==> src/rtl/enemy_sprite_renderer_pkg.sv <==
// Shared geometry constants and sprite ROM layout for the enemy fleet renderer.
// Latency: n/a (constants and a pure lookup function).
// Backpressure: n/a.
package enemy_sprite_renderer_pkg;

    // Fleet cell pitch in pixels (square cells).
    localparam int CELL_PITCH   = 32;
    // Each ROM bit is drawn as a SPRITE_SCALE x SPRITE_SCALE block.
    localparam int SPRITE_SCALE = 2;
    // Sprite height in ROM rows; also the ROM address stride between animation phases.
    localparam int SPRITE_H     = 8;
    // Pixels per ROM row; bit ROM_BITS-1 is the leftmost pixel.
    localparam int ROM_BITS     = 8;

    // Per-grid-row sprite base address, eight 8-bit entries, entry 0 in the low byte.
    // Row 0 uses the top enemy type, rows 1..2 the middle type, all others the bottom type.
    localparam logic [63:0] SPRITE_BASE_TBL = {
        8'd0, 8'd0, 8'd0, 8'd0, 8'd0, 8'd16, 8'd16, 8'd32
    };

    // Sprite base ROM address for a fleet grid row.
    function automatic logic [7:0] sprite_base(input logic [2:0] row);
        return SPRITE_BASE_TBL[{row, 3'b000} +: 8];
    endfunction

endpackage

==> src/rtl/enemy_anim_timer.sv <==
// Counts video frames and flips the enemy animation phase every ANIM_PERIOD frames.
// Latency: anim_frame changes on the clock edge that samples the terminal frame_start.
// Backpressure: none; frame_start is a free-running pulse and is never stalled.
module enemy_anim_timer #(
    parameter int ANIM_PERIOD = 30
) (
    input  logic Clk,
    input  logic Reset,
    input  logic frame_start,
    output logic anim_frame
);

    logic [7:0] cnt_q;
    logic [7:0] cnt_d;
    logic       anim_q;
    logic       anim_d;

    // Next frame count and phase: wrap and toggle on the terminal frame.
    always_comb begin
        cnt_d  = cnt_q;
        anim_d = anim_q;
        if (frame_start) begin
            if (cnt_q == 8'(ANIM_PERIOD - 1)) begin
                cnt_d  = 8'd0;
                anim_d = ~anim_q;
            end else begin
                cnt_d = cnt_q + 8'd1;
            end
        end
    end

    // Counter and phase registers; reset wins over a coincident frame_start.
    always_ff @(posedge Clk) begin
        if (Reset) begin
            cnt_q  <= 8'd0;
            anim_q <= 1'b0;
        end else begin
            cnt_q  <= cnt_d;
            anim_q <= anim_d;
        end
    end

    assign anim_frame = anim_q;

endmodule

==> src/rtl/enemy_sprite_renderer.sv <==
// Decides per scan pixel whether an alive enemy sprite covers it, using an external sprite ROM.
// Latency: 2 cycles from DrawX/DrawY to pixel_on/pixel_row/pixel_col; rom_addr after 1 cycle.
// Backpressure: none; accepts one pixel every cycle and never stalls.
module enemy_sprite_renderer
    import enemy_sprite_renderer_pkg::*;
#(
    parameter int COLS        = 11,
    parameter int ROWS        = 5,
    parameter int ANIM_PERIOD = 30
) (
    input  logic                 Clk,
    input  logic                 Reset,
    input  logic                 frame_start,
    input  logic [9:0]           DrawX,
    input  logic [9:0]           DrawY,
    input  logic [9:0]           fleet_x,
    input  logic [9:0]           fleet_y,
    input  logic [ROWS*COLS-1:0] alive,
    output logic [7:0]           rom_addr,
    input  logic [7:0]           rom_data,
    output logic                 pixel_on,
    output logic [2:0]           pixel_row,
    output logic [3:0]           pixel_col,
    output logic                 anim_frame
);

    localparam int NCELL     = ROWS * COLS;
    localparam int IDX_W     = (NCELL > 1) ? $clog2(NCELL) : 1;
    localparam int GRID_W    = COLS * CELL_PITCH;
    localparam int GRID_H    = ROWS * CELL_PITCH;
    localparam int SPRITE_PX = SPRITE_H * SPRITE_SCALE;

    // Frame-latched fleet state; only frame_start may change what a frame shows.
    logic [9:0]       fleet_x_q, fleet_x_d;
    logic [9:0]       fleet_y_q, fleet_y_d;
    logic [NCELL-1:0] alive_q,   alive_d;

    // Stage 1: hit test and ROM address.
    logic [7:0]       rom_addr_q, rom_addr_d;
    logic             s1_vld_q,   s1_vld_d;
    logic [2:0]       s1_bit_q,   s1_bit_d;
    logic [2:0]       s1_row_q,   s1_row_d;
    logic [3:0]       s1_col_q,   s1_col_d;

    // Stage 2: lit pixel and its grid position.
    logic             pixel_on_q,  pixel_on_d;
    logic [2:0]       pixel_row_q, pixel_row_d;
    logic [3:0]       pixel_col_q, pixel_col_d;

    // Stage 1 decode of the incoming coordinate.
    logic [10:0]      dx;
    logic [10:0]      dy;
    logic             hit;
    logic [3:0]       cell_col;
    logic [2:0]       cell_row;
    logic [4:0]       lx;
    logic [4:0]       ly;
    logic             in_sprite;
    logic [IDX_W-1:0] cell_idx;
    logic             cell_alive;

    enemy_anim_timer #(
        .ANIM_PERIOD (ANIM_PERIOD)
    ) u_anim_timer (
        .Clk         (Clk),
        .Reset       (Reset),
        .frame_start (frame_start),
        .anim_frame  (anim_frame)
    );

    // Capture fleet position and alive mask once per frame.
    always_comb begin
        fleet_x_d = fleet_x_q;
        fleet_y_d = fleet_y_q;
        alive_d   = alive_q;
        if (frame_start) begin
            fleet_x_d = fleet_x;
            fleet_y_d = fleet_y;
            alive_d   = alive;
        end
    end

    // Grid-relative offset, cell decode and sprite address for the current pixel.
    // The subtraction is done at 11 bits so a pixel left of/above the fleet shows
    // up as a set sign bit rather than wrapping into the grid.
    always_comb begin
        dx         = {1'b0, DrawX} - {1'b0, fleet_x_q};
        dy         = {1'b0, DrawY} - {1'b0, fleet_y_q};
        hit        = !dx[10] && (dx < 11'(GRID_W)) && !dy[10] && (dy < 11'(GRID_H));
        cell_col   = dx[8:5];
        cell_row   = dy[7:5];
        lx         = dx[4:0];
        ly         = dy[4:0];
        in_sprite  = (lx < 5'(SPRITE_PX)) && (ly < 5'(SPRITE_PX));
        cell_idx   = IDX_W'(int'(cell_row) * COLS + int'(cell_col));
        // Out-of-grid cells may index past the mask; hit masks that case off.
        cell_alive = hit && alive_q[cell_idx];

        rom_addr_d = sprite_base(cell_row)
                   + (anim_frame ? 8'(SPRITE_H) : 8'd0)
                   + {5'd0, ly[3:1]};
        s1_vld_d   = hit && in_sprite && cell_alive;
        s1_bit_d   = lx[3:1];
        s1_row_d   = cell_row;
        s1_col_d   = cell_col;
    end

    // ROM data returns in the same cycle as rom_addr_q; pick the scaled bit.
    always_comb begin
        pixel_on_d  = s1_vld_q && rom_data[3'(ROM_BITS - 1) - s1_bit_q];
        pixel_row_d = 3'd0;
        pixel_col_d = 4'd0;
        if (pixel_on_d) begin
            pixel_row_d = s1_row_q;
            pixel_col_d = s1_col_q;
        end
    end

    // Frame latch and both pipeline stages; reset clears everything including the mask.
    always_ff @(posedge Clk) begin
        if (Reset) begin
            fleet_x_q   <= 10'd0;
            fleet_y_q   <= 10'd0;
            alive_q     <= '0;
            rom_addr_q  <= 8'd0;
            s1_vld_q    <= 1'b0;
            s1_bit_q    <= 3'd0;
            s1_row_q    <= 3'd0;
            s1_col_q    <= 4'd0;
            pixel_on_q  <= 1'b0;
            pixel_row_q <= 3'd0;
            pixel_col_q <= 4'd0;
        end else begin
            fleet_x_q   <= fleet_x_d;
            fleet_y_q   <= fleet_y_d;
            alive_q     <= alive_d;
            rom_addr_q  <= rom_addr_d;
            s1_vld_q    <= s1_vld_d;
            s1_bit_q    <= s1_bit_d;
            s1_row_q    <= s1_row_d;
            s1_col_q    <= s1_col_d;
            pixel_on_q  <= pixel_on_d;
            pixel_row_q <= pixel_row_d;
            pixel_col_q <= pixel_col_d;
        end
    end

    assign rom_addr  = rom_addr_q;
    assign pixel_on  = pixel_on_q;
    assign pixel_row = pixel_row_q;
    assign pixel_col = pixel_col_q;

endmodule

==> config.mk <==
export PLATFORM = sky130hd
export DESIGN_NAME = enemy_sprite_renderer
export DESIGN_NICKNAME = d
export VERILOG_FILES = /design/src/rtl/enemy_sprite_renderer_pkg.sv /design/src/rtl/enemy_anim_timer.sv /design/src/rtl/enemy_sprite_renderer.sv
export SDC_FILE = /design/constraint.sdc
export NUM_CORES = 1
export LEC_CHECK = 0
export ABC_AREA = 1
export ABC_CLOCK_PERIOD_IN_PS = 8700
export CORE_MARGIN = 4
export CORE_UTILIZATION = 55
export CTS_CLUSTER_DIAMETER = 100
export DETAILED_ROUTE_END_ITERATION = 8
export PLACE_DENSITY = 0.95
export SLEW_MARGIN = 20
export SYNTH_ARGS = -nofsm -noshare
export SYNTH_HDL_FRONTEND = slang
export SYNTH_SLANG_ARGS = --single-unit
==> constraint.sdc <==
create_clock -name Clk -period 8.7 [get_ports Clk]
set_clock_uncertainty 0.15 [all_clocks]
set_input_delay 1.74 -clock Clk [delete_from_list [all_inputs] [get_ports Clk]]
set_output_delay 1.74 -clock Clk [all_outputs]
set_load 0.05 [all_outputs]
-- After elaboration in Yosys (flattened, before gate mapping)
Index checks and enable logic that the tools add are counted.
- register bits: 111
- input port bits: 106
- output and inout bits: 17
- $add $sub $neg: 7
- $mul: 1
- magnitude comparators: 6
- equality and inequality tests: 1
- shifts and indexed selects: 1
- mux-type cells: 6
- bitwise logic cells: 2
- reduce and logical (&&, ||, !) cells: 12
- operators by type and width (kind ; number):
    64-bit by 7-bit variable part select with 8-bit output, first input constant ; 1
    10-bit by 10-bit subtractor with 11-bit output ; 2
    11-bit by 8-bit < comparator with 1-bit output, second input constant ; 1
    11-bit by 9-bit < comparator with 1-bit output, second input constant ; 1
    5-bit < comparator, second input constant ; 2
    8-bit by 1-bit adder with 8-bit output, second input constant ; 1
    8-bit by 3-bit adder with 8-bit output ; 1
    8-bit by 4-bit adder with 8-bit output ; 1
    8-bit by 5-bit == test with 1-bit output, second input constant ; 1
    1-bit logical AND ; 8
    8-bit two-way mux ; 1
    6-bit by 7-bit < comparator with 1-bit output, second input constant ; 1
    6-bit by 4-bit adder with 6-bit output ; 1
    1-bit binary-select mux with 6-bit select ; 1
    3-bit by 4-bit multiplier with 6-bit output, second input constant ; 1
    3-bit by 4-bit < comparator with 1-bit output, second input constant ; 1
    4-bit two-way mux ; 1
    1-bit binary-select mux with 3-bit select ; 1
    3-bit subtractor, first input constant ; 1
    1-bit logical NOT ; 2
    1-bit two-way mux ; 2
    1-bit inverter ; 2
    2-bit AND reduction ; 1
    2-bit OR reduction ; 1

-- Logic depth before layout (Yosys ltp)
Gate-level depths: netlist (run 1).
- depth in word-level cells: 7
- mapped depth: 26
- mapped depth without buffers: 26

-- Modules after synthesis
A second synthesis (run 1) with hierarchy kept.
- cell total of the unflattened synthesis: 771
- area total of the unflattened synthesis: 5656.7 um^2
- modules (own cells, without submodules) (module ; times used ; cells an instance ; area each (um^2) ; sequential area each (um^2)):
    enemy_sprite_renderer ; 1 ; 707 ; 5197.5 ; 2001.9
    enemy_anim_timer ; 1 ; 64 ; 459.2 ; 180.2

-- Worst setup path after synthesis (run 1)
OpenSTA, ideal clock, no wires.
- path kind: input to register
- start point: input port DrawY[0]
- end point: register s1_vld_q
- data arrival time: 4.791 ns
- path slack: 3.649 ns
- stages on the path: 23
- cells stage by stage: inv_1 -> nand2_1 -> fa_1 -> nand3_1 -> nand2_2 -> nand2_1 -> nand2_2 -> xor2_2 -> inv_2 -> ha_1 -> ha_1 -> ha_1 -> fa_1 -> buf_2 -> inv_1 -> nand3_1 -> nand2_1 -> nand2_1 -> nand2_1 -> nand3_1 -> nand2_1 -> nand3_1 -> nor2_1
- cells in the longest elaborated chain, start to end: 7
- elaborated cells between the ends (all ways): 14
- RTL lines (item ; RTL line ; source):
    start: declaration ; enemy_sprite_renderer.sv:15 ; input logic [9:0] DrawY,
    10-bit by 10-bit subtractor with 11-bit output (*) ; enemy_sprite_renderer.sv:88 ; dy = {1'b0, DrawY} - {1'b0, fleet_y_q};
    via dy[6] ; enemy_sprite_renderer.sv:52 ; logic [10:0] dy;
    3-bit by 4-bit multiplier with 6-bit output ; enemy_sprite_renderer.sv:95 ; cell_idx = IDX_W'(int'(cell_row) * COLS + int'(cell_col));
    6-bit by 4-bit adder with 6-bit output ; enemy_sprite_renderer.sv:95 ;
    1-bit binary-select mux with 6-bit select ; enemy_sprite_renderer.sv:97 ; cell_alive = hit && alive_q[cell_idx];
    1-bit two-way mux (implied by the code) ; enemy_sprite_renderer.sv:97 ;
    1-bit logical AND ; enemy_sprite_renderer.sv:97 ;
    1-bit logical AND (*) ; enemy_sprite_renderer.sv:102 ; s1_vld_d = hit && in_sprite && cell_alive;
    end signal: assignment ; enemy_sprite_renderer.sv:138 ; s1_vld_q <= s1_vld_d;
    end: declaration ; enemy_sprite_renderer.sv:40 ; logic s1_vld_q, s1_vld_d;
The timed path passes the listed nets; every way through them passes the cells marked *. The select of a mux whose other input is x is not followed.
A chain may end at the register's enable or synchronous reset.

-- Worst setup path after layout (run 1)
Ends and elaborated chain as after synthesis.

==> results of run 1 <==
-- cells in the final DEF (no fill, tap or decap), types with 6 or more instances in the layout --
cell type        count
inv_1               84
a21oi_1             44
clkbuf_8             9
dfxtp_1            109
nand2_1            166
nand2_2              6
clkdlybuf4s50_1    120
inv_2                6
nor2_1             152
nand3_1             66
o21ai_0             83
ha_1                30
-- power breakdown --
part	total, mW	leakage, nW	switching [mW]	internal [mW]
Combinational	0.694	2.21	0.427	0.267
Sequential	0.548	0.902	0.0149	0.533
Clock	0.336	0.106	0.173	0.163
-- kinds of logic after synthesis --
group | count (synthesis)
fa+ha+maj | 35
compound gates | 140
flops | 109
xor+xnor | 7
buf+inv | 127
simple gates | 410
other cells | 1
-- Yosys cell counts (2+ instances only) --
master / count / area share (%)
a21o_1: 2 / 0.26
buf_4: 4 / 0.53
dfxtp_1: 109 / 38
nor2_1: 152 / 10
nand3_1: 66 / 5.8
nand2_1: 166 / 11
nand2_2: 6 / 0.66
nand3_2: 2 / 0.35
nand3b_1: 4 / 0.53
nor2_2: 2 / 0.22
o21ai_0: 83 / 7.3
clkbuf_1: 18 / 1.2
nor3b_1: 2 / 0.26
nand4_1: 5 / 0.55
xor2_1: 5 / 0.77
ha_1: 30 / 6.6
buf_2: 13 / 1.1
inv_2: 5 / 0.33
inv_1: 85 / 5.6
a21oi_2: 2 / 0.31
o21bai_1: 4 / 0.53
nor3_1: 3 / 0.26
fa_1: 5 / 1.8
a21oi_1: 44 / 3.9
-- worst max-delay path: cells and delay by family --
family	cells	cell delay [ps]
AO/OA/AOI/OAI	2	290
buffers and inverters	4	870
adder cells (fa/ha/maj)	4	1610
AND/OR/NAND/NOR	11	940
XOR/XNOR	1	260
-- layout make-up --
type	count	area share [%]
Multi-Input combinational cell	594	41.9
Sequential cell	109	30.6
Timing Repair Buffer	123	17.2
Inverter	91	4.80
Tap cell	133	2.34
Clock buffer	9	1.74
Clock inverter	7	1.37
-- per-stage QoR --
step                      total power, mW  setup WS, ps  hold WS [ps]  cells  util, %
final                                1.58          3100           263   1066     71.9
after global routing                 1.70          2720           277   1066     71.9
after detailed placement             1.24          2760           250   1050     69.6
after floorplan                      1.09          3650           244    830        -
after CTS                            1.58          3120           265   1066     71.9
after global placement               1.22          2920           247   1050     69.6
-- per-layer routing --
metal / part of all wire (%) / GRT usage (%) / wire length [µm]
met1: 43 / 27.8 / 5810
met2: 49 / 39.5 / 6570
met5: 0 / 0 / 0
met4: 1.7 / 6.59 / 225
met3: 6.6 / 4.29 / 886
-- sequential cells by signal, summed over array words and instances (netlist names), 3 cells and up --
register / flops
s1_col_q: 4
pixel_col: 4
fleet_x_q: 10
alive_q: 55
rom_addr: 6
s1_row_q: 3
s1_bit_q: 3
pixel_row: 3
u_anim_timer.cnt_q: 8
fleet_y_q: 10
-- worst max path at each step --
stage / startpoint / slack (ps) / endpoint / cells past startpoint
6_report: DrawY[0] / 3100 / s1_vld_q / 22
5_1_grt: DrawY[0] / 2720 / s1_vld_q / 22
4_1_cts: DrawY[0] / 3120 / s1_vld_q / 22
3_5_place_dp: DrawY[2] / 2760 / s1_vld_q / 22
3_3_place_gp: DrawY[0] / 2920 / s1_vld_q / 22
2_1_floorplan: DrawY[0] / 3650 / s1_vld_q / 23
==> impl_results.md, run 1 <==
- Kind of critical path: in -> reg
- Area of the multi-input gates: between 0.002 and 0.003 mm²
- Clock Sinks: 109
- Adder and majority gate portion of the synthesized area: roughly 8.4%
- Leakage power: 3.22 nW
- Reg2reg setup slack: about 4500 ps
- Syn Area/Cell: 6.84 µm²
- CTS Hold Bufs: 0
- Crit Reg-Reg Endpoint: s1_vld_q
- Post-synth EDFFs: 0
- Net count, final: 1069
- Post-DP HPWL: a little under 10 mm
- CP max FO: 16
- Remaining DRCs: 0
- Post-DRT Antenna Nets: 0
- Initial antenna violation count: 0
- Synth cell types: 36
- Register area share after synthesis: ~38%
- Post-CTS Resized: 0
- CTS max path bufs: 2
- GRT Total Usage: between 20% and 30%
- Synth warn: 0
- Post-Syn Instances: just over 800
- Pre-antenna DRT Iters: 4
- Placed instance area: approximately 0.007 mm²
- Worst-Margin Slew: about 920 ps
- Post-synthesis compound-gate area fraction: between 10% and 20%
- Worst-Skew Late Latency: roughly 370 ps
- Unrepaired setup endpoints after global routing: false
- IO Pins: around 120
- Final wirelength: ~13 mm
- Crit start category: input port
- Arrival time worst endpoint: 5720 ps
- Layout cells sized above 1: under 10%
- Synthesized area: 0.00567 mm²
- Port Buffer Count: 120
- Post-Synth XOR/XNOR Area: between 1 and 1.5%
- Slew Limit Headroom: between 30% and 40%
- HP Class: reg -> reg
- Most common cell on crit path: nand3_1
- Max IR drop VDD: approximately 0.00014 V
- Period utilization: between 60 and 70%
- CP peak stage delay: about 550 ps
- Area of the core: around 0.0099 mm²
- FILL cells: slightly below 800
- Setup TNS: 0 ps
- Fmax: around 0.18 GHz
- Iteration-0 DRC Markers: between 200 and 300
- Reg area: roughly 0.0022 mm²
- Pwr Density: between 200 and 250 mW/mm²
- # rows: 36
- Critical Path End Type: flip-flop
- Starting Density: between 50% and 60%
- Post-synthesis simple-gate area fraction: between 30% and 40%
- Hold path startpoint: s1_col_q[2]
- Vias: around 5400
- Crit path max-delay cell type: ha_1
- GPL Wtd Cong: 0.907
- Syn-to-layout area delta: 25.5%
- Largest net degree at the start of global routing: 62
- Grt total ovfl: 0
- Total CTS buffers: 9
- Post-synth ARST share: 0%
- Synthesis-stage register bit count: ~110
- Worst endpoint required time: 8820 ps
- Clock-pin slew on the worst setup and hold paths: ~100 ps
- Status: complete, no violations
- Die width: 110 µm
- Max-cap violation count: 0
- Main combinational cell family by area after synthesis: simple AND/OR/NAND/NOR gates
- Vias per Instance: about 5.1
- CTS tree: done
- Die Ht: between 100 and 150 µm
- Root buffer cell: clkbuf_8
- # diodes: 0
- Hold path cells: 2
- Worst Hold End: pixel_col[2]
- # setup viols final: 0
- Final Slew Violations: 0
- First-pass GRT wire length: 21.9 mm
- Min Tclk post-route: roughly 5600 ps
- CP Cell Sequence: clkdlybuf4s50_1 > inv_1 > nand2_1 > fa_1 > nand3_1 > nand2_2 > nand2_1 > nand2_2 > xor2_2 > inv_2 > ha_1 > ha_1 > ha_1 > inv_1 > a21oi_1 > o21ai_0 > nand3_1 > nand3_1 > nand3_1 > nand3_1 > nand2_1 > nor2_1
- Top_reg_cell synth: dfxtp_1
- H-tree depth: 3
- Die area: approximately 0.012 mm²
- Mux contribution to synthesized area: 0%
- Post-route cell area: between 0.007 and 0.008 mm²
- Reg-to-Reg Start: fleet_y_q[0]
- Vias in the first global route: just over 5000
- Drt wl/cell: between 10 and 15 µm
- FF-to-FF path depth: 20
- Setup bufs post-CTS: 0
- Final Hold Viols: 0
No activity file was read; power rests on OpenSTA's default activity.
==> run 2: changes to the inputs <==
Settings changed: ABC_CLOCK_PERIOD_IN_PS 8700 to 5500, CORE_UTILIZATION 55 to 51, PLACE_DENSITY 0.95 to 0.89.
Clock period 8.7 ns to 5.5 ns, I/O delays scaled along.
==> impl_results.md, run 2 (synthesized netlist as in run 1, its figures left out) <==
- Die area: 0.0129 mm² (was 0.0120 mm²)
- Setup crit end: s1_vld_q (unchanged)
- Clock Sinks: 109 (unchanged)
- GRT Total Usage: 20.9% (was 22.4%)
- Min Tclk post-route: just under 5000 ps
- Iteration-0 DRC Markers: 233 (was 261)
- Setup TNS: 0 ps (unchanged)
- Post-DP HPWL: 9.93 mm (was 9.92 mm)
- Net count, final: 1072 (was 1069)
- Reg2reg setup slack: 1380 ps (was 4540 ps)
- Worst-Margin Slew: 658 ps (was 923 ps)
- Post-DRT Antenna Nets: 0 (unchanged)
- Met2 routed WL: 6.63 mm (was 6.57 mm)
- Period utilization: roughly nine tenths
- CTS tree: done (unchanged)
- Root buffer cell: clkbuf_8 (unchanged)
- Final Slew Violations: 0 (unchanged)
- First-pass GRT wire length: 22.4 mm (was 21.9 mm)
- Worst setup margin: 587 ps (was 3100 ps)
- IO Pins: 123 (unchanged)
- Met3 routed WL: 907 µm (was 886 µm)
- Crit start category: input port (unchanged)
- Critical Path End Type: flip-flop (unchanged)
- Dpl cells: 1060 (was 1050)
- Commonest non-fill, non-tap cell in the layout: nand2_1 (unchanged)
- Total CTS buffers: 9 (unchanged)
- Largest net degree at the start of global routing: 68 (was 62)
- Remaining DRCs: 0 (unchanged)
- Reg-to-Reg Start: fleet_y_q[0] (unchanged)
- # rows: 38 (was 36)
- Vias: 5479 (was 5446)
- Worst endpoint required time: 5620 ps (was 8820 ps)
- Syn-to-layout area delta: 25.8% (was 25.5%)
- H-tree depth: 3 (unchanged)
- Tot Pwr: 2.52 mW (was 1.58 mW)
- Area of the core: 0.0109 mm² (was 0.00991 mm²)
- Met1 WL: 5.92 mm (was 5.81 mm)
- Layout cells sized above 1: 4.59% (was 4.18%)
- Fmax: ~0.20 GHz
- Crit Reg-Reg Endpoint: s1_vld_q (unchanged)
- Crit path from: DrawY[0] (unchanged)
- Non-Filler Instances: 1077 (was 1066)
- CTS max path bufs: 2 (unchanged)
- Grt total ovfl: 0 (unchanged)
- Final wirelength: 13.7 mm (was 13.5 mm)
- Initial antenna violation count: 1 (was 0)
- Pwr Density: 352 mW/mm² (was 222 mW/mm²)
- Most frequent cells in the layout: nand2_1, nor2_1, clkdlybuf4s50_1 (unchanged)
- Setup bufs post-CTS: 0 (unchanged)
- GPL Wtd Cong: 0.900 (was 0.907)
- Kind of critical path: in -> reg (unchanged)
- # setup viols final: 0 (unchanged)
- Worst-Skew Late Latency: 370 ps (about the same)
- Number of flip-flops in the largest register: 55 (unchanged)
- CP max FO: 8 (was 16)
- Starting Density: 52.1% (was 57.3%)
- Vias per Instance: 5.09 (was 5.11)
- Leakage power: 3.23 nW (was 3.22 nW)
- WHS: 262 ps (was 263 ps)
- Post-place setup slack: 220 ps (was 2760 ps)
- Port Buffer Count: 120 (unchanged)
- Drt wl/cell: 12.7 µm (about the same)
- Slew Limit Headroom: 56.0% (was 38.5%)
- FF-to-FF path depth: 21 (was 20)
- Most common cell on crit path: nand2_1 (was nand3_1)
- Die Ht: 113 µm (was 110 µm)
- Max IR drop VDD: 0.000183 V (was 0.000136 V)
- Top Metal Used: met4 (unchanged)
- CTS Hold Bufs: 0 (unchanged)
- Post-CTS Resized: 0 (unchanged)
- Status: complete, no violations (unchanged)
- Largest regs: alive_q (55), fleet_x_q (10), fleet_y_q (10) (unchanged)
- Max-cap violation count: 0 (unchanged)
- Vias in the first global route: 4980 (was 5063)
- Unrepaired setup endpoints after global routing: false (unchanged)
- Pre-antenna DRT Iters: 5 (was 4)
- CP Cell Sequence: clkdlybuf4s50_1 > inv_1 > nand2_1 > fa_1 > nand3_1 > nand2_2 > nand2_1 > nand2_2 > xor2_2 > inv_2 > ha_1 > ha_1 > ha_1 > fa_1 > inv_1 > nand3_1 > nand2_1 > nand2_1 > nand2_1 > nand3_1 > nand2_1 > nand3_1 > nor2_1 (was clkdlybuf4s50_1 > inv_1 > nand2_1 > fa_1 > nand3_1 > nand2_2 > nand2_1 > nand2_2 > xor2_2 > inv_2 > ha_1 > ha_1 > ha_1 > inv_1 > a21oi_1 > o21ai_0 > nand3_1 > nand3_1 > nand3_1 > nand3_1 > nand2_1 > nor2_1)
- Arrival time worst endpoint: 5030 ps (was 5720 ps)
- HP Class: reg -> reg (unchanged)
- Die width: 113 µm (was 110 µm)
- Crit path max-delay cell type: fa_1 (was ha_1)
- Top reg by flops: alive_q (unchanged)
- Clock-pin slew on the worst setup and hold paths: 100 ps (about the same)
- Final Hold Viols: 0 (unchanged)
- CP peak stage delay: 680 ps (was 550 ps)
run 2: per-stage QoR:
stage	instance area, µm²	util, %
floorplan	5680	-
global placement	6930	63.7
detailed placement	6930	63.7
CTS	7140	65.6
global route	7140	65.6
finish	7140	65.6
run 2: worst min path at each step:
| stage | startpoint | end | cells after the start |
|---|---|---|---|
| global placement | s1_col_q[0] | pixel_col[0] | 2 |
| floorplan | s1_col_q[0] | pixel_col[0] | 2 |
| CTS | s1_col_q[2] | pixel_col[2] | 2 |
| global route | s1_col_q[3] | pixel_col[3] | 2 |
| detailed placement | s1_col_q[2] | pixel_col[2] | 2 |
| finish | s1_row_q[0] | pixel_row[0] | 2 |
run 2: layout make-up:
cell class | count | area, µm²
fillers | 982 | 3750
multi-input cells | 594 | 2990
flip-flops and latches | 109 | 2180
repair buffers | 126 | 1250
inverters | 91 | 342
well taps | 140 | 175
clock buffers | 9 | 124
clock inverters | 7 | 81.3
diodes | 1 | 2.50
run 2: where the power goes:
part / switching (mW) / internal (mW)
Combinational: 0.717 / 0.433
Sequential: 0.0203 / 0.843
Clock: 0.285 / 0.217
Total: 1.02 / 1.49
run 2: metal layers:
layer / vias up / GRT usage, %
li1: 2843 / -
met1: 2433 / 27.0
met3: 21 / 3.55
met2: 182 / 36.0
met4: 0 / 6.25
met5: - / 0
run 2: worst max-delay path: cells and delay by family:
kind          cells  cell delay [ps]
buf+inv           4              730
fa+ha+maj         5             1950
xor+xnor          1              260
simple gates     13              990
==> run 3: changes to the inputs <==
Settings changed: PLACE_DENSITY 0.89 to 0.8.
==> impl_results.md, run 3 (synthesized netlist as in run 1, its figures left out) <==
- Status: complete, no violations (unchanged)
- Pwr Density: 344 mW/mm² (was 352 mW/mm²)
- Pre-antenna DRT Iters: 4 (was 5)
- Number of flip-flops in the largest register: 55 (unchanged)
- Largest net degree at the start of global routing: 65 (was 68)
- Final Hold Viols: 0 (unchanged)
- Die width: 113 µm (unchanged)
- Clock Sinks: 109 (unchanged)
- FF-to-FF path depth: 21 (unchanged)
- Initial antenna violation count: 0 (was 1)
- Tot Pwr: 2.45 mW (was 2.52 mW)
- Crit path max-delay cell type: fa_1 (unchanged)
- Setup TNS: 0 ps (unchanged)
- Post-CTS Resized: 0 (unchanged)
- Vias: 5370 (was 5479)
- Slew Limit Headroom: 53.4% (was 56.0%)
- Drt wl/cell: 12.4 µm (was 12.7 µm)
- Dpl cells: 1059 (was 1060)
- CP bufs+invs: 4 (unchanged)
- Remaining DRCs: 0 (unchanged)
- Non-Filler Instances: 1075 (was 1077)
- Root buffer cell: clkbuf_8 (unchanged)
- Worst-Margin Slew: 697 ps (was 658 ps)
- Starting Density: 52.1% (unchanged)
- Layout cells sized above 1: 4.39% (was 4.59%)
- First-pass GRT wire length: 22.3 mm (was 22.4 mm)
- CP peak stage delay: 670 ps (was 680 ps)
- CTS tree: done (unchanged)
- # diodes: 0 (was 1)
- Final wirelength: 13.3 mm (was 13.7 mm)
- Crit path depth: 23 (unchanged)
- Area of the core: 0.0109 mm² (unchanged)
- # rows: 38 (unchanged)
- Most common cell on crit path: nand2_1 (unchanged)
- H-tree depth: 3 (unchanged)
- Worst endpoint required time: 5630 ps (was 5620 ps)
- CP Cell Sequence: clkdlybuf4s50_1 > inv_1 > nand2_1 > fa_1 > nand3_1 > nand2_2 > nand2_1 > nand2_2 > xor2_2 > inv_2 > ha_1 > ha_1 > ha_1 > fa_1 > inv_1 > nand3_1 > nand2_1 > nand2_1 > nand2_1 > nand3_1 > nand2_1 > nand3_1 > nor2_1 (unchanged)
- Die Ht: 113 µm (unchanged)
- Net count, final: 1071 (was 1072)
- IO Pins: 123 (unchanged)
- GPL Wtd Cong: 0.906 (was 0.900)
- Port Buffer Count: 120 (unchanged)
- Iteration-0 DRC Markers: 284 (was 233)
- Largest regs: alive_q (55), fleet_x_q (10), fleet_y_q (10) (unchanged)
- Reg area: 0.00218 mm² (unchanged)
- Top reg by flops: alive_q (unchanged)
- Die area: 0.0129 mm² (unchanged)
- Most frequent cells in the layout: nand2_1, nor2_1, clkdlybuf4s50_1 (unchanged)
- Final Slew Violations: 0 (unchanged)
- Vias in the first global route: 5033 (was 4980)
- GRT Total Usage: 20.9% (about the same)
- Post-DRT Antenna Nets: 0 (unchanged)
- Commonest non-fill, non-tap cell in the layout: nand2_1 (unchanged)
- FILL cells: 1010 (was 982)
- HP Class: reg -> reg (unchanged)
- CP max FO: 8 (unchanged)
- CTS max path bufs: 2 (unchanged)
- Setup bufs post-CTS: 0 (unchanged)
- Clock-pin slew on the worst setup and hold paths: 100 ps (about the same)
- Leakage power: 3.21 nW (was 3.23 nW)
- Period utilization: 89.1% (was 89.3%)
- Fmax: 0.204 GHz (about the same)
- Min Tclk post-route: 4900 ps (was 4910 ps)
- Critical Path End Type: flip-flop (unchanged)
- Post-place setup slack: 254 ps (was 220 ps)
- Kind of critical path: in -> reg (unchanged)
- Crit start category: input port (unchanged)
- Max-cap violation count: 0 (unchanged)
- Worst setup margin: 601 ps (was 587 ps)
- Hold path cells: 2 (unchanged)
- Post-DP HPWL: 9.75 mm (was 9.93 mm)
- CTS Hold Bufs: 0 (unchanged)
- Total CTS buffers: 9 (unchanged)
- Area of the multi-input gates: 0.00299 mm² (unchanged)
- Worst-Skew Late Latency: 380 ps (was 370 ps)
- Crit path max-delay family: adder cells (unchanged)
- # setup viols final: 0 (unchanged)
- Arrival time worst endpoint: 5030 ps (about the same)
- Syn-to-layout area delta: 25.3% (was 25.8%)
- Max IR drop VDD: 0.000218 V (was 0.000183 V)
- Unrepaired setup endpoints after global routing: false (unchanged)
- Grt total ovfl: 0 (unchanged)
- Vias per Instance: 5.00 (was 5.09)
==> run 3: cell types whose count changed in the layout (fill, tap and decap cells not counted), sizes merged <==
cell and delta:
clkbuf +3, diode -1, bufinv -1, clkinv -4
buf -1, clkinvlp +3, inv -1
==> run 3: power breakdown <==
part           internal (mW)  total, mW  leakage, nW  switching, mW
clock                  0.192      0.465       0.0852          0.273
sequential             0.843      0.865        0.902         0.0213
combinational          0.431       1.12         2.22          0.687
total                   1.47       2.45         3.21          0.981
==> run 3: per-layer routing <==
layer / track usage [%] / wire length (µm) / vias to the layer above
met4: 8.09 / 271 / 0
met3: 3.40 / 713 / 24
li1: - / - / 2839
met5: 0 / 0 / -
met1: 26.8 / 5990 / 2382
met2: 35.2 / 6370 / 125
==> run 3: path summary, 6_finish.rpt <==
check / endpoint / slack, ps / from
worst max-delay path: s1_vld_q / 600 / DrawY[0]
worst min-delay path: pixel_row[2] / 270 / s1_row_q[2]
worst max register to register: s1_vld_q / 1380 / fleet_y_q[0]
worst min register to register: pixel_row[2] / 270 / s1_row_q[2]
==> run 3: worst register-to-register path, cell delays in order (launching register included) <==
cell and delay [ps]:
dfxtp_1 370, nand2_1 140, fa_1 450, nand3_1 160
nand2_2 80, nand2_1 70, nand2_2 70, xor2_2 230
inv_2 70, ha_1 330, ha_1 290, ha_1 220
fa_1 670, inv_1 200, nand3_1 130, nand2_1 50
nand2_1 50, nand2_1 40, nand3_1 90, nand2_1 60
nand3_1 70, nor2_1 40
==> run 3: metrics by stage <==
stage	hold slack (ps)	area (µm²)	util, %
finish	266	7110	65.3
global route	286	7110	65.3
floorplan	244	5680	-
global placement	251	6930	63.6
CTS	269	7110	65.3
detailed placement	254	6930	63.6
==> run 3: layout make-up <==
cell class                      instances  area share [%]
Multi-Input combinational cell        594            42.0
Sequential cell                       109            30.7
Timing Repair Buffer                  125            17.4
Inverter                               91            4.80
Tap cell                              140            2.46
Clock buffer                           12            2.18
Clock inverter                          4           0.440
==> variant 1: new RTL, flow settings as in run 3 <==
One comparison of `cnt_q` changes from == to >=.
--- a/src/rtl/enemy_anim_timer.sv
+++ b/src/rtl/enemy_anim_timer.sv
@@ -20,7 +20,7 @@
         cnt_d  = cnt_q;
         anim_d = anim_q;
         if (frame_start) begin
-            if (cnt_q == 8'(ANIM_PERIOD - 1)) begin
+            if (cnt_q >= 8'(ANIM_PERIOD - 1)) begin
                 cnt_d  = 8'd0;
                 anim_d = ~anim_q;
             end else begin
Check against the original RTL: no difference found for any inputs over 10 cycles, from zero or initial values and one cycle with Reset high; that may be too few to reach the edited logic, so the function may still have changed.
==> variant 1 against run 3 <==
Synthesized area grew 1.2%. Setup slack got worse by 0.052 ns. Global-route usage rose by 1.1 points. Total power grew 11%. Die area grew 1.1%. Sequential power about the same. Hold slack got worse by 0.0042 ns. Maximum frequency fell by 1.0%. Sequential share of layout area shrank 0.73 points. Cell area up 2.4%. Sequential cell count unchanged. Routed wire length rose by 3.7%. Largest cell class unchanged. Largest power group unchanged.
==> variant 1: results (changes against run 3) <==
* Status: finished clean (unchanged)
* Synth warn at 0 (unchanged)
* Reg clk slew, reported paths at 0.07 ns (was 0.10 ns)
* Synth Area in XOR/XNOR at 1.48% (was 1.21%)
* Synth Area in Compound Gates at 14.2% (was 12.9%)
* Rel. slew slack at 55.4% (was 53.4%)
* DRT Pass-1 Iters at 4 (unchanged)
* Top flop regs: alive_q: 55 flops, fleet_x_q: 10 flops, fleet_y_q: 10 flops (unchanged)
* DR iter-0 viols at 325 (was 284)
* Synth area leaders: dfxtp_1 38%, nor2_1 10%, nand2_1 9.4% (was dfxtp_1 38%, nand2_1 11%, nor2_1 10%)
* Initial antenna violation count at 0 (unchanged)
* Post-CTS sizing at 0 (unchanged)
* H-tree Lvls at 3 (unchanged)
* Clock buffer depth at 2 (unchanged)
* # nets final at 1073 (was 1071)
* Maximum number of pins on one net before global-route repair at 52 (was 65)
* Post-Route WL at 13.8 mm (was 13.3 mm)
* CTS root buffer: clkbuf_16 (was clkbuf_8)
* Post-DP HPWL at 10.3 mm (was 9.75 mm)
* Worst hold path class: register to register (unchanged)
* RePlAce Congestion at 0.928 (was 0.906)
* Routed vias at 5346 (was 5370)
* GRT Util Overall at 22.0% (was 20.9%)
* Post-synth cell types at 38 (was 36)
* Crit-path max FO at 8 (unchanged)
* Share of post-route cells with drive strength above 1 at 5.46% (was 4.39%)
* Clk_lat worst skew at 0.35 ns (was 0.38 ns)
* VDD IR max at 0.240 mV (was 0.218 mV)
* # Post-CTS Setup Buffers at 0 (unchanged)
* Sequential area share after synthesis at 38.0% (was 38.5%)
* I/O Buffers at 120 (unchanged)
* Post-synthesis adder-cell area fraction at 8.72% (was 8.38%)
* Leakage at 3.29 nW (was 3.21 nW)
* Global-route wire length before repair at 23.4 mm (was 22.3 mm)
* Post-synthesis mux area share at 0% (unchanged)
* Async SR Flop Fraction at 0% (unchanged)
* Top post-synthesis cells by count: 154 x nor2_1, 144 x nand2_1, 109 x dfxtp_1 (was 166 x nand2_1, 152 x nor2_1, 109 x dfxtp_1)
* Slowest stage delay, CP at 0.74 ns (was 0.67 ns)
* # fillers at 980 (was 1010)
* Worst endpoint data arrival time at 5.05 ns (was 5.03 ns)
* Number of global-route vias before repair at 5156 (was 5033)
* CP top delay family: adder cells (unchanged)
==> variant 1: per-stage QoR <==
| stage | utilization [%] | setup WS, ns | instances | instance area (um^2) | hold WS (ns) |
|---|---|---|---|---|---|
| 2_1_floorplan | - | 1.09 | 830 | 5740 | 0.244 |
| 3_3_place_gp | 63.9 | 0.417 | 1059 | 6980 | 0.248 |
| 3_5_place_dp | 63.9 | 0.258 | 1059 | 6980 | 0.248 |
| 4_1_cts | 66.6 | 0.564 | 1074 | 7280 | 0.263 |
| 5_1_grt | 66.6 | 0.337 | 1074 | 7280 | 0.288 |
| 6_report | 66.6 | 0.550 | 1074 | 7280 | 0.262 |
==> variant 1: path summary, 6_finish.rpt <==
check | start | to | slack (ns) | depth (start not counted)
min | s1_row_q[0] | pixel_row[0] | 0.26 | 2
max | DrawY[0] | s1_vld_q | 0.55 | 20
min reg2reg | s1_row_q[0] | pixel_row[0] | 0.26 | 2
max reg2reg | fleet_y_q[0] | s1_vld_q | 1.37 | 18
==> variant 1: power breakdown <==
| group | switching, W | internal [W] | leakage (nW) |
|---|---|---|---|
| combinational | 0.000739 | 0.000459 | 2.24 |
| clock | 0.000279 | 0.000377 | 0.149 |
| sequential | 0.0000212 | 0.000844 | 0.902 |
==> variant 1: kinds of logic (layout without fill, tap and decap cells) <==
kind of cell	Yosys count	in the layout
buffers and inverters	133	237
DFF	109	109
and+or+nand+nor	387	387
AOI/OAI and AO/OA	154	154
other	1	2
adders and majority gates	37	37
xor gates and xnor gates	8	8
==> variant 1: cell type report <==
| cell class | count | area (um^2) | area share [%] |
|---|---|---|---|
| timing repair buffer | 126 | 1250 | 17.1 |
| clock inverter | 3 | 43.8 | 0.601 |
| sequential | 109 | 2180 | 30.0 |
| clock buffer | 12 | 256 | 3.52 |
| inverter | 96 | 365 | 5.02 |
| multi-input combinational | 588 | 3020 | 41.4 |
| tap | 140 | 175 | 2.40 |
==> variant 1: tightest hold or removal path, cell delays in order (launching register included) <==
cell and delay, ns:
dfxtp_1 0.30, inv_1 0.04, nor2_1 0.03
==> variant 1: layer usage <==
layer	routed length, um	track usage, %
met5	0	0
met2	6520	36.7
met4	255	6.81
met1	6390	29.1
met3	670	3.86
==> variant 2: new RTL, config.mk and constraints of run 3 <==
Made on the original files. Set the parameter `ROWS` to 10 (it was 5).
--- a/src/rtl/enemy_sprite_renderer.sv
+++ b/src/rtl/enemy_sprite_renderer.sv
@@ -5,7 +5,7 @@
     import enemy_sprite_renderer_pkg::*;
 #(
     parameter int COLS        = 11,
-    parameter int ROWS        = 5,
+    parameter int ROWS        = 10,
     parameter int ANIM_PERIOD = 30
 ) (
     input  logic                 Clk,
Ports: changed (resized alive); port bits go from 123 to 178. The function was not compared with the original's and may differ.
==> variant 2 against run 3 <==
Sequential power up 50%. Synthesized area up 43%. Routed wire length up 62%. Total power up 89%. Register-to-register slack worse by 0.07 ns. Sequential cell count up 55. Setup slack worse by 0.011 ns. Cell area up 48%. Hold slack worse by 0.0061 ns. Critical endpoint unchanged.
==> variant 2: results (changes against run 3) <==
* Leakage at 4.54 nW (was 3.21 nW)
* Post-synthesis adder-cell area fraction at 5.71% (was 8.38%)
* Placed cells at 1495 (was 1059)
* Maximum number of pins on one net before global-route repair at 110 (was 65)
* Seq cells at 164 (was 109)
* DRT Pass-1 Iters at 5 (was 4)
* Slowest cell on the critical path: clkdlybuf4s50_1 (was fa_1)
* Met2 usage at 39.6% (was 35.2%)
* Int Power at 0.00274 W (was 0.00147 W)
* Sequential area share after synthesis at 40.5% (was 38.5%)
* R2R setup slack at 1.31 ns (was 1.38 ns)
* Invs w/o clock at 102 (was 91)
* Plain + repair buffers at 186 (was 125)
* Tapcells at 211 (was 140)
* DRT met1 WL at 9.56 mm (was 5.99 mm)
* Vias per Instance at 5.14 (was 5.00)
* Logic pwr share at 45.2% (was 45.7%)
* RR Startpoint: fleet_y_q[2] (was fleet_y_q[0])
* RePlAce Congestion at 0.908 (was 0.906)
* H-tree Lvls at 4 (was 3)
* Sequential portion of the cell area at 31.2% (was 30.7%)
* Post-synth cell types at 40 (was 36)
* Clk_lat worst skew at 0.44 ns (was 0.38 ns)
* Wire length on met2 at 10.2 mm (was 6.37 mm)
* Status: finished clean (unchanged)
* CTS root buffer: clkbuf_16 (was clkbuf_8)
* CTS Buf Count at 17 (was 9)
* Share of post-route cells with drive strength above 1 at 6.23% (was 4.39%)
* # fillers at 1332 (was 1010)
* Fin crit period at 4.91 ns (was 4.90 ns)
* Number of global-route vias before repair at 7506 (was 5033)
* Reg clk slew, reported paths at 0.07 ns (was 0.10 ns)
* Clock-net power at 0.00122 W (was 0.000465 W)
* Rel. slew slack at 31.0% (was 53.4%)
* Synth Area in XOR/XNOR at 1.36% (was 1.21%)
* Post-DP HPWL at 14.9 mm (was 9.75 mm)
* # nets final at 1498 (was 1071)
* GRT Util Overall at 23.6% (was 20.9%)
* Multi-input gates at 832 (was 594)
* Signal buf overhead at 17.5% (was 17.4%)
* Crit-path max FO at 14 (was 8)
* Worst Path Buf+Inv at 5 (was 4)
* Area of the multi-input gates at 4150 um^2 (was 2990 um^2)
* Worst endpoint data arrival time at 5.14 ns (was 5.03 ns)
* Post-DP Area at 9920 um^2 (was 6930 um^2)
## variant 2: changes by cell type after synthesis, moves of 5 or more
cell	before	now
o21ai_0	83	151
dfxtp_1	109	164
nand2_2	6	16
buf_4	4	9
inv_1	85	96
a21oi_1	44	62
nor2_1	152	244
nand3_1	66	101
clkbuf_1	18	38
## variant 2: worst register-to-register path, stage by stage (launching register included)
cell	delay [ns]
dfxtp_1	0.31
inv_1	0.05
ha_1	0.37
nand2_2	0.07
inv_1	0.05
nand2_1	0.06
nand2_2	0.09
nand3_1	0.07
nand2_1	0.08
xor2_1	0.40
ha_1	0.34
ha_1	0.28
ha_1	0.21
inv_1	0.07
fa_1	0.43
inv_1	0.36
nand3_1	0.17
nand3_1	0.12
nand2_1	0.07
nand2_1	0.05
nand2_1	0.05
inv_1	0.04
nand2_1	0.04
nand3_1	0.06
nand2_1	0.05
nor2_1	0.07
